<file path="src/rtl/arp_reply_sched_if.sv">
// Request/reply handshake bundle between the ARP request detector, the scheduler and the
// reply transmitter. master = detector+transmitter side, slave = scheduler.
interface arp_reply_sched_if;
  logic        req_valid;
  logic [47:0] req_mac;
  logic [31:0] req_ip;
  logic        tx_ready;
  logic        tx_done;
  logic        tx_start;
  logic [47:0] tx_dest_mac;
  logic [31:0] tx_dest_ip;

  modport master (
    output req_valid, req_mac, req_ip, tx_ready, tx_done,
    input  tx_start, tx_dest_mac, tx_dest_ip
  );

  modport slave (
    input  req_valid, req_mac, req_ip, tx_ready, tx_done,
    output tx_start, tx_dest_mac, tx_dest_ip
  );
endinterface

</file>
<file path="src/rtl/arp_reply_sched.sv">
// Queues detected ARP requests and issues one reply at a time to the transmitter, with a
// completion timeout and a minimum idle gap between replies.
module arp_reply_sched #(
  parameter int unsigned Depth     = 4,
  parameter int unsigned Holdoff   = 16,
  parameter int unsigned TxTimeout = 1024
) (
  input  logic             clk_i,
  input  logic             areset_i,
  input  logic             en_i,
  arp_reply_sched_if.slave bus_if,
  output logic [4:0]       pending_o,
  output logic             req_drop_o,
  output logic [7:0]       drop_cnt_o,
  output logic             err_timeout_o
);
  localparam int unsigned PtrW = $clog2(Depth);
  localparam int unsigned TmrW = $clog2(TxTimeout + 1);
  localparam int unsigned GapW = (Holdoff > 1) ? $clog2(Holdoff) : 1;

  localparam logic [1:0] StIdle  = 2'd0;
  localparam logic [1:0] StStart = 2'd1;
  localparam logic [1:0] StWait  = 2'd2;
  localparam logic [1:0] StGap   = 2'd3;
  localparam logic [1:0] StAfterReply = (Holdoff == 0) ? StIdle : StGap;

  localparam logic [4:0]      DepthCnt = 5'(Depth);
  localparam logic [TmrW-1:0] TmrLast  = TmrW'(TxTimeout - 1);
  localparam logic [GapW-1:0] GapLoad  = (Holdoff == 0) ? '0 : GapW'(Holdoff - 1);

  logic [1:0]      state_q, state_d;
  logic [PtrW-1:0] wr_ptr_q, wr_ptr_d, rd_ptr_q, rd_ptr_d;
  logic [4:0]      count_q, count_d;
  logic [79:0]     mem_q [Depth];
  logic [47:0]     mac_q, mac_d;
  logic [31:0]     ip_q, ip_d;
  logic            start_q, start_d;
  logic            drop_q, drop_d;
  logic [7:0]      drop_cnt_q, drop_cnt_d;
  logic            err_q, err_d;
  logic [TmrW-1:0] tmr_q, tmr_d;
  logic [GapW-1:0] gap_q, gap_d;

  logic        pop, push, drop;
  logic [79:0] head;

  assign head = mem_q[rd_ptr_q];

  // The head is consumed in START; a request arriving then may take the freed slot.
  always_comb begin
    pop  = (state_q == StStart);
    push = bus_if.req_valid && ((count_q != DepthCnt) || pop);
    drop = bus_if.req_valid && (count_q == DepthCnt) && !pop;
  end

  always_comb begin
    state_d    = state_q;
    wr_ptr_d   = wr_ptr_q;
    rd_ptr_d   = rd_ptr_q;
    count_d    = count_q;
    mac_d      = mac_q;
    ip_d       = ip_q;
    start_d    = 1'b0;
    drop_d     = drop;
    drop_cnt_d = drop_cnt_q;
    err_d      = err_q;
    tmr_d      = tmr_q;
    gap_d      = gap_q;

    if (push) wr_ptr_d = wr_ptr_q + PtrW'(1);
    if (pop)  rd_ptr_d = rd_ptr_q + PtrW'(1);
    if (push && !pop)      count_d = count_q + 5'd1;
    else if (pop && !push) count_d = count_q - 5'd1;
    if (drop && (drop_cnt_q != 8'hFF)) drop_cnt_d = drop_cnt_q + 8'd1;

    case (state_q)
      StIdle: begin
        if (en_i && bus_if.tx_ready && (count_q != 5'd0)) begin
          state_d = StStart;
          mac_d   = head[79:32];
          ip_d    = head[31:0];
          start_d = 1'b1;
        end
      end
      StStart: begin
        state_d = StWait;
        tmr_d   = '0;
      end
      StWait: begin
        // Done wins over a coincident expiry.
        if (bus_if.tx_done) begin
          state_d = StAfterReply;
          gap_d   = GapLoad;
        end else if (tmr_q == TmrLast) begin
          err_d   = 1'b1;
          state_d = StAfterReply;
          gap_d   = GapLoad;
        end else begin
          tmr_d = tmr_q + TmrW'(1);
        end
      end
      StGap: begin
        if (gap_q == '0) state_d = StIdle;
        else             gap_d   = gap_q - GapW'(1);
      end
      default: state_d = StIdle;
    endcase
  end

  always_ff @(posedge clk_i) begin
    if (areset_i) begin
      state_q    <= StIdle;
      wr_ptr_q   <= '0;
      rd_ptr_q   <= '0;
      count_q    <= '0;
      mac_q      <= '0;
      ip_q       <= '0;
      start_q    <= 1'b0;
      drop_q     <= 1'b0;
      drop_cnt_q <= '0;
      err_q      <= 1'b0;
      tmr_q      <= '0;
      gap_q      <= '0;
    end else begin
      state_q    <= state_d;
      wr_ptr_q   <= wr_ptr_d;
      rd_ptr_q   <= rd_ptr_d;
      count_q    <= count_d;
      mac_q      <= mac_d;
      ip_q       <= ip_d;
      start_q    <= start_d;
      drop_q     <= drop_d;
      drop_cnt_q <= drop_cnt_d;
      err_q      <= err_d;
      tmr_q      <= tmr_d;
      gap_q      <= gap_d;
    end
  end

  always_ff @(posedge clk_i) begin
    if (push && !areset_i) mem_q[wr_ptr_q] <= {bus_if.req_mac, bus_if.req_ip};
  end

  assign bus_if.tx_start    = start_q;
  assign bus_if.tx_dest_mac = mac_q;
  assign bus_if.tx_dest_ip  = ip_q;
  assign pending_o          = count_q;
  assign req_drop_o         = drop_q;
  assign drop_cnt_o         = drop_cnt_q;
  assign err_timeout_o      = err_q;
endmodule

</file>
<file path="src/flat_wrapper.sv">
// flat-port wrapper written by rule: the top's interface ports become plain ports
module arp_reply_sched_flat 
#(
  parameter int unsigned Depth     = 4,
  parameter int unsigned Holdoff   = 16,
  parameter int unsigned TxTimeout = 1024
)
  (clk_i, areset_i, en_i, pending_o, req_drop_o, drop_cnt_o, err_timeout_o, bus_if_req_valid, bus_if_req_mac, bus_if_req_ip, bus_if_tx_ready, bus_if_tx_done, bus_if_tx_start, bus_if_tx_dest_mac, bus_if_tx_dest_ip);
  arp_reply_sched_if bus_if_i ();
  input  logic clk_i;
  input  logic areset_i;
  input  logic en_i;
  output logic [4:0] pending_o;
  output logic req_drop_o;
  output logic [7:0] drop_cnt_o;
  output logic err_timeout_o;
  input wire logic [$bits(bus_if_i.req_valid)-1:0] bus_if_req_valid;
  input wire logic [$bits(bus_if_i.req_mac)-1:0] bus_if_req_mac;
  input wire logic [$bits(bus_if_i.req_ip)-1:0] bus_if_req_ip;
  input wire logic [$bits(bus_if_i.tx_ready)-1:0] bus_if_tx_ready;
  input wire logic [$bits(bus_if_i.tx_done)-1:0] bus_if_tx_done;
  output wire logic [$bits(bus_if_i.tx_start)-1:0] bus_if_tx_start;
  output wire logic [$bits(bus_if_i.tx_dest_mac)-1:0] bus_if_tx_dest_mac;
  output wire logic [$bits(bus_if_i.tx_dest_ip)-1:0] bus_if_tx_dest_ip;
  assign bus_if_i.req_valid = bus_if_req_valid;
  assign bus_if_i.req_mac = bus_if_req_mac;
  assign bus_if_i.req_ip = bus_if_req_ip;
  assign bus_if_i.tx_ready = bus_if_tx_ready;
  assign bus_if_i.tx_done = bus_if_tx_done;
  assign bus_if_tx_start = bus_if_i.tx_start;
  assign bus_if_tx_dest_mac = bus_if_i.tx_dest_mac;
  assign bus_if_tx_dest_ip = bus_if_i.tx_dest_ip;
  arp_reply_sched #(.Depth(Depth), .Holdoff(Holdoff), .TxTimeout(TxTimeout)) u_core (.clk_i(clk_i), .areset_i(areset_i), .en_i(en_i), .bus_if(bus_if_i), .pending_o(pending_o), .req_drop_o(req_drop_o), .drop_cnt_o(drop_cnt_o), .err_timeout_o(err_timeout_o));
endmodule
</file>
<file path="config.mk">
export PLATFORM = sky130hd
export DESIGN_NAME = arp_reply_sched_flat
export DESIGN_NICKNAME = d
export VERILOG_FILES = /design/src/rtl/arp_reply_sched_if.sv /design/src/rtl/arp_reply_sched.sv /design/src/flat_wrapper.sv
export SDC_FILE = /design/constraint.sdc
export NUM_CORES = 1
export LEC_CHECK = 0
export CAP_MARGIN = 20
export CORE_ASPECT_RATIO = 0.9
export CORE_MARGIN = 5
export CORE_UTILIZATION = 50
export CTS_CLUSTER_DIAMETER = 80
export CTS_CLUSTER_SIZE = 25
export DETAILED_ROUTE_END_ITERATION = 7
export DONT_BUFFER_PORTS = 1
export MAX_ROUTING_LAYER = met4
export PLACE_DENSITY_LB_ADDON = 0.3
export SLEW_MARGIN = 20
export SYNTH_ARGS = -nofsm -noshare
export SYNTH_HDL_FRONTEND = slang
export SYNTH_SLANG_ARGS = --single-unit
</file>
<file path="constraint.sdc">
create_clock -name clk_i -period 5.5 [get_ports clk_i]
set_clock_uncertainty 0.15 [all_clocks]
set_input_delay 1.65 -clock clk_i [delete_from_list [all_inputs] [get_ports clk_i]]
set_output_delay 1.65 -clock clk_i [all_outputs]
set_load 0.01 [all_outputs]
</file>
==> impl_metrics.json <==
{
  "fmax_mhz": 273,
  "grt_pass1_vias": 8109,
  "ys_ff_latch": 437,
  "path_class": "reg -> reg",
  "core_sq_um": 32000,
  "cts_resized": 0,
  "synth_edf_count": 320,
  "ys_types": 49,
  "wire_per_inst_um": 22.3,
  "cp_max_fo": 6,
  "drc_errors": 0,
  "clock_sinks": 437,
  "dieArea_sq_um": 36300,
  "startpoint_type": "flop",
  "yosysTopAreaCell": "edfxtp_1",
  "grtUsageMet3_pct": 4.39,
  "cp.arrival_ns": 3.93,
  "cts-root-buf": "clkbuf_16",
  "vdd_ir_drop_max_v": 0.000353,
  "clock_latency_ns": 0.53,
  "pin_count": 182,
  "cp_num_buf_inv": 2,
  "rows": 62,
  "p_leak_uw": 0.00532,
  "clkSlewWorstSetupHoldPaths_ns": 0.10,
  "powerDensity_nw_per_um2": 410,
  "fin_crit_sh_pct": 66.5,
  "routabilityCongestion": 0.770,
  "die_y_um": 181,
  "cts_setup_buffers": 0,
  "layout_min_cycle_time_ns": 3.66,
  "synth-main-ff-cell": "edfxtp_1",
  "cts_hold_buffers": 0,
  "grt_usage_pct": 17.7,
  "p_sw_share_pct": 26.9,
  "netlist_instances": 1001,
  "critPathMaxStageDelay_ns": 0.70,
  "vias": 8056,
  "ys_top_cells_by_area": "edfxtp_1, dfxtp_1, mux4_2",
  "synth-xor-area-share_pct": 0.323,
  "gr-total-overflow": 0,
  "crit_path_top_delay_cell": "or4_1",
  "num_antenna_cells": 0,
  "p_seq_share_pct": 58.1,
  "syn_nets": 1104,
  "crit_chain": "or4_1, o21ai_0, inv_1, ha_1, inv_1, ha_1, a21o_1, a21oi_1, mux2i_1, mux2_2",
  "hold_violations": 0,
  "fin_ws_ns": 1.84,
  "drtAntennaViolNets": 0,
  "area_delta_synth_final_pct": 6.45,
  "drv_slew": 0,
  "met2_usage_pct": 27.9,
  "synth-compound-area-share_pct": 4.95,
  "yosys_warnings": 0,
  "yosysSeqAreaShare_pct": 73.4,
  "pwr-share-clk_pct": 23.8,
  "grt_max_degree": 120,
  "hpwl_mm": 19.7,
  "internal-power_uw": 5200,
  "fin_area_sq_um": 17300,
  "cap_viol_max_count": 0,
  "grt_use_met1_pct": 24.2,
  "relSlewSlack_pct": 39.4,
  "rsz0062_at_grt": "false",
  "dp_slack_ns": 1.62,
  "initial_core_util_pct": 50.8,
  "avgSynthCellArea_sq_um": 16.3,
  "cp_top_family": "compound AO/OA/AOI/OAI gates",
  "status": "complete, no violations",
  "endpoint_kind": "flop",
  "drt_pass1_iterations": 5,
  "p_switching_uw": 1910,
  "muxShareOfSynthArea_pct": 11.5,
  "die_width_um": 200,
  "power_frac_comb_pct": 18.1,
  "yosys.area_share.simple_pct": 6.75,
  "worst_slew_pin_slew_ns": 0.909,
  "cts_buffers": 21,
  "antenna_found_initial": 0,
  "synth_top_family_by_area": "multiplexers",
  "setup_viol": 0,
  "cp.required_ns": 5.77,
  "holdCritPathClass": "reg -> reg",
  "numPortBuffers": 0,
  "drt_iter0_markers": 480,
  "grt_pass1_wl_mm": 49.4,
  "vias_per_cell": 5.71,
  "tns_ns": 0,
  "cts_tree": "built",
  "drive_gt1_share_pct": 13.4,
  "synth_adder_area_share_pct": 1.35,
  "fin_nets": 1085,
  "wl_mm": 31.4,
  "cts_max_path_buffers": 3,
  "synth-async-reset-ratio_pct": 0,
  "syn_area_sq_um": 16300,
  "grt-busiest-layer": "met2",
  "synth_top_area_share_pct": 59.0,
  "htree_num_levels": 1,
  "place_area_sq_um": 16700
}
power groups by stage:
stage                     combinational [uW]  clock, uW  sequential (uW)
after floorplan                         1130          0             4070
after global placement                  1300          0             4220
after detailed placement                1310          0             4230
after CTS                               1310       1750             4150
after global routing                    1430       1890             4180
final                                   1280       1690             4130
logic make-up after synthesis:
group	Yosys count
AOI/OAI and AO/OA	138
xor gates and xnor gates	6
adders and majority gates	17
buffers and inverters	67
DFF	437
muxes	87
and+or+nand+nor	249
final cells by class:
type / instances / area [sq um]
clock inverters: 2 / 17.5
flip-flops and latches: 437 / 12000
fillers: 2560 / 14700
multi-input cells: 497 / 4110
clock buffers: 34 / 574
repair buffers: 11 / 108
inverters: 14 / 52.6
well taps: 416 / 520
synth_stat cells (all sizes together) (2+ instances only):
cell,n
a211oi,2
mux2,4
xnor2,3
buf,19
a31oi,4
o21ai,3
a31o,2
nor2b,4
o2111ai,3
edfxtp,320
or4,5
nand2,170
or2,2
and4b,2
a21oi,100
inv,14
a41o,2
nor2,23
nand4,2
o41ai,2
and4,2
nor3,6
o31ai,4
clkbuf,34
nand3b,2
mux4,80
dfxtp,117
xor2,3
nor4,2
mux2i,3
nand2b,6
and2,8
ha,16
a21o,4
a311oi,8
or3,2
nand3,11
cell usage in the layout, fill, tap and decap left out, types with 3 or more instances in the layout:
| cell type | synthesis | final |
|---|---|---|
| a21o_1 | 4 | 4 |
| a21oi_1 | 100 | 100 |
| a311oi_1 | 8 | 8 |
| a31oi_1 | 4 | 4 |
| and2_1 | 8 | 4 |
| and2_4 | 0 | 4 |
| buf_4 | 0 | 9 |
| clkbuf_1 | 34 | 13 |
| clkbuf_16 | 0 | 21 |
| dfxtp_1 | 117 | 115 |
| edfxtp_1 | 320 | 320 |
| ha_1 | 16 | 16 |
| inv_1 | 14 | 14 |
| mux2_2 | 3 | 3 |
| mux2i_1 | 3 | 3 |
| mux4_2 | 80 | 80 |
| nand2_1 | 170 | 170 |
| nand2b_1 | 6 | 6 |
| nand3_1 | 11 | 11 |
| nor2_1 | 23 | 23 |
| nor2b_1 | 4 | 4 |
| nor3_1 | 6 | 6 |
| o21ai_0 | 3 | 3 |
| o31ai_1 | 4 | 3 |
| or4_1 | 5 | 5 |
| xnor2_1 | 3 | 3 |
| xor2_1 | 3 | 3 |
layer usage:
metal  vias up  part of all wire, %
met5         -                    0
met4         0                  1.4
met3        22                  6.4
met2       171                   49
met1      4109                   44
li1       3754                    -
final timing paths:
path                                          start                   to  slack (ns)  depth (start not counted)
worst min register to register     u_core.tmr_q[10]     u_core.tmr_q[10]        0.32                          2
worst max-delay path            u_core.pending_o[0]  u_core.pending_o[4]        1.84                         10
worst min-delay path               u_core.tmr_q[10]     u_core.tmr_q[10]        0.32                          2
worst max register to register  u_core.pending_o[0]  u_core.pending_o[4]        1.84                         10
flip-flops by register name, summed over array words and instances (netlist names):
name,flops
u_core.mem_q,320
u_core.bus_if.tx_dest_mac,48
u_core.bus_if.tx_dest_ip,32
u_core.tmr_q,11
u_core.drop_cnt_o,8
u_core.pending_o,5
u_core.gap_q,4
u_core.rd_ptr_q,2
u_core.state_q,2
u_core.wr_ptr_q,2
u_core.bus_if.tx_start,1
u_core.err_timeout_o,1
u_core.req_drop_o,1
stage by stage:
step                      total power [uW]  instances  util (%)  hold WS (ns)
final                                 7110       1411      54.1         0.316
after detailed placement              5530       1375      52.2         0.297
after global placement                5510       1375      52.2         0.293
after CTS                             7210       1411      54.1         0.314
after global routing                  7500       1411      54.1         0.348
after floorplan                       5190       1001         -         0.277
tightest hold or removal path, stage by stage (launching register included):
cell and delay [ns]:
dfxtp_1 0.33, nand3_1 0.07, a31oi_1 0.04
(Power assumes the default switching activity.)
==> RTL edit (same flow settings) <==
`Holdoff` is set to 16 in 2 places; all go to 8.
--- a/src/rtl/arp_reply_sched.sv
+++ b/src/rtl/arp_reply_sched.sv
@@ -3,5 +3,5 @@
 module arp_reply_sched #(
   parameter int unsigned Depth     = 4,
-  parameter int unsigned Holdoff   = 16,
+  parameter int unsigned Holdoff   = 8,
   parameter int unsigned TxTimeout = 1024
 ) (
--- a/src/flat_wrapper.sv
+++ b/src/flat_wrapper.sv
@@ -3,5 +3,5 @@
 #(
   parameter int unsigned Depth     = 4,
-  parameter int unsigned Holdoff   = 16,
+  parameter int unsigned Holdoff   = 8,
   parameter int unsigned TxTimeout = 1024
 )
Check against the original RTL: same outputs for any inputs over 4 cycles, from zero or initial values and one cycle with areset_i high; that may be too few to reach the edited logic, so the function may still have changed.
==> RTL edit against the original RTL <==
Sequential cell count decreased by 1; synthesized cell count decreased by 1.4%; setup slack improved by 0.39 ns; count of clock-buffer cells in the layout unchanged; total power increased by 0.21%; global-route usage increased by 0.091 points; final cell count decreased by 1.1%; area after synthesis decreased by 0.61%; wire length decreased by 0.92%; final area decreased by 0.50%.
==> RTL edit: results <==
group,metric,value,unit
logic_synthesis,synth-compound-area-share,0.0503,
logic_synthesis,yosysSeqAreaShare,0.737,
cells_and_area,ff_latch_area,0.0119,mm^2
logic_synthesis,syn_area_per_cell,16.4,um^2
min_path,hold_path_depth,1,
cells_and_area,drive_gt1_frac,0.126,
critical_path,critical_path.max_fanout,68,
logic_synthesis,muxShareOfSynthArea,0.116,
cells_and_area,buffers,8,
logic_synthesis,synth-xor-area-share,0.00379,
global_route,use_met1,0.230,
global_route,met3_usage,0.0490,
placement,placed_cell_area,0.0166,mm^2
detailed_routing,wire_per_inst,22.3,um
cells_and_area,fill_cells,2562,
logic_synthesis,synth_fa_ha_area_frac,0.0144,
cells_and_area,seq_cell_count,436,
placement,routabilityCongestion,0.730,
sta,worst_pin_slew,1.05,ns
critical_path,cp_data_arrival_time,3.35,ns
logic_synthesis,synth_cell_types,47,
global_route,track_usage,0.178,
placement,dpl_worst_slack,1.62,ns
global_route,grt_max_degree,114,
global_route,grt_pass1_wl,48800,um
floorplan,die_area,0.0361,mm^2
global_route,grtUsageMet2,0.291,
status,status,"finished clean",
cells_and_area,multi_input_area_share,0.233,
cells_and_area,nNetsFinal,1070,
logic_synthesis,ys_top_cells_by_count,"320 x edfxtp_1, 171 x nand2_1, 116 x dfxtp_1",
-- RTL edit: cell count changes after synthesis, sizes merged, moves of 3 or more --
| cell | before | now |
|---|---|---|
| mux2 | 4 | 1 |
| nor3 | 6 | 2 |
| a221oi | 0 | 4 |
| o211ai | 0 | 4 |
| o21ai | 3 | 13 |
| nand2b | 6 | 1 |
| a21oi | 100 | 93 |
| mux2i | 3 | 6 |
| nor2 | 23 | 16 |
| or3 | 2 | 5 |
-- RTL edit: path summary, 6_finish.rpt --
kind | start | endpoint | slack [ns]
max | bus_if_req_valid | u_core.mem_q[0][0] | 2.24
min | u_core.tmr_q[5] | u_core.tmr_q[5] | 0.33
max reg2reg | u_core.state_q[1] | u_core.pending_o[4] | 2.36
min reg2reg | u_core.tmr_q[5] | u_core.tmr_q[5] | 0.33
-- RTL edit: critical path, cell delays in order --
cell and delay, ns:
a21bo_2 0.25, nor2_1 0.23, and2_4 0.89, buf_4 0.31
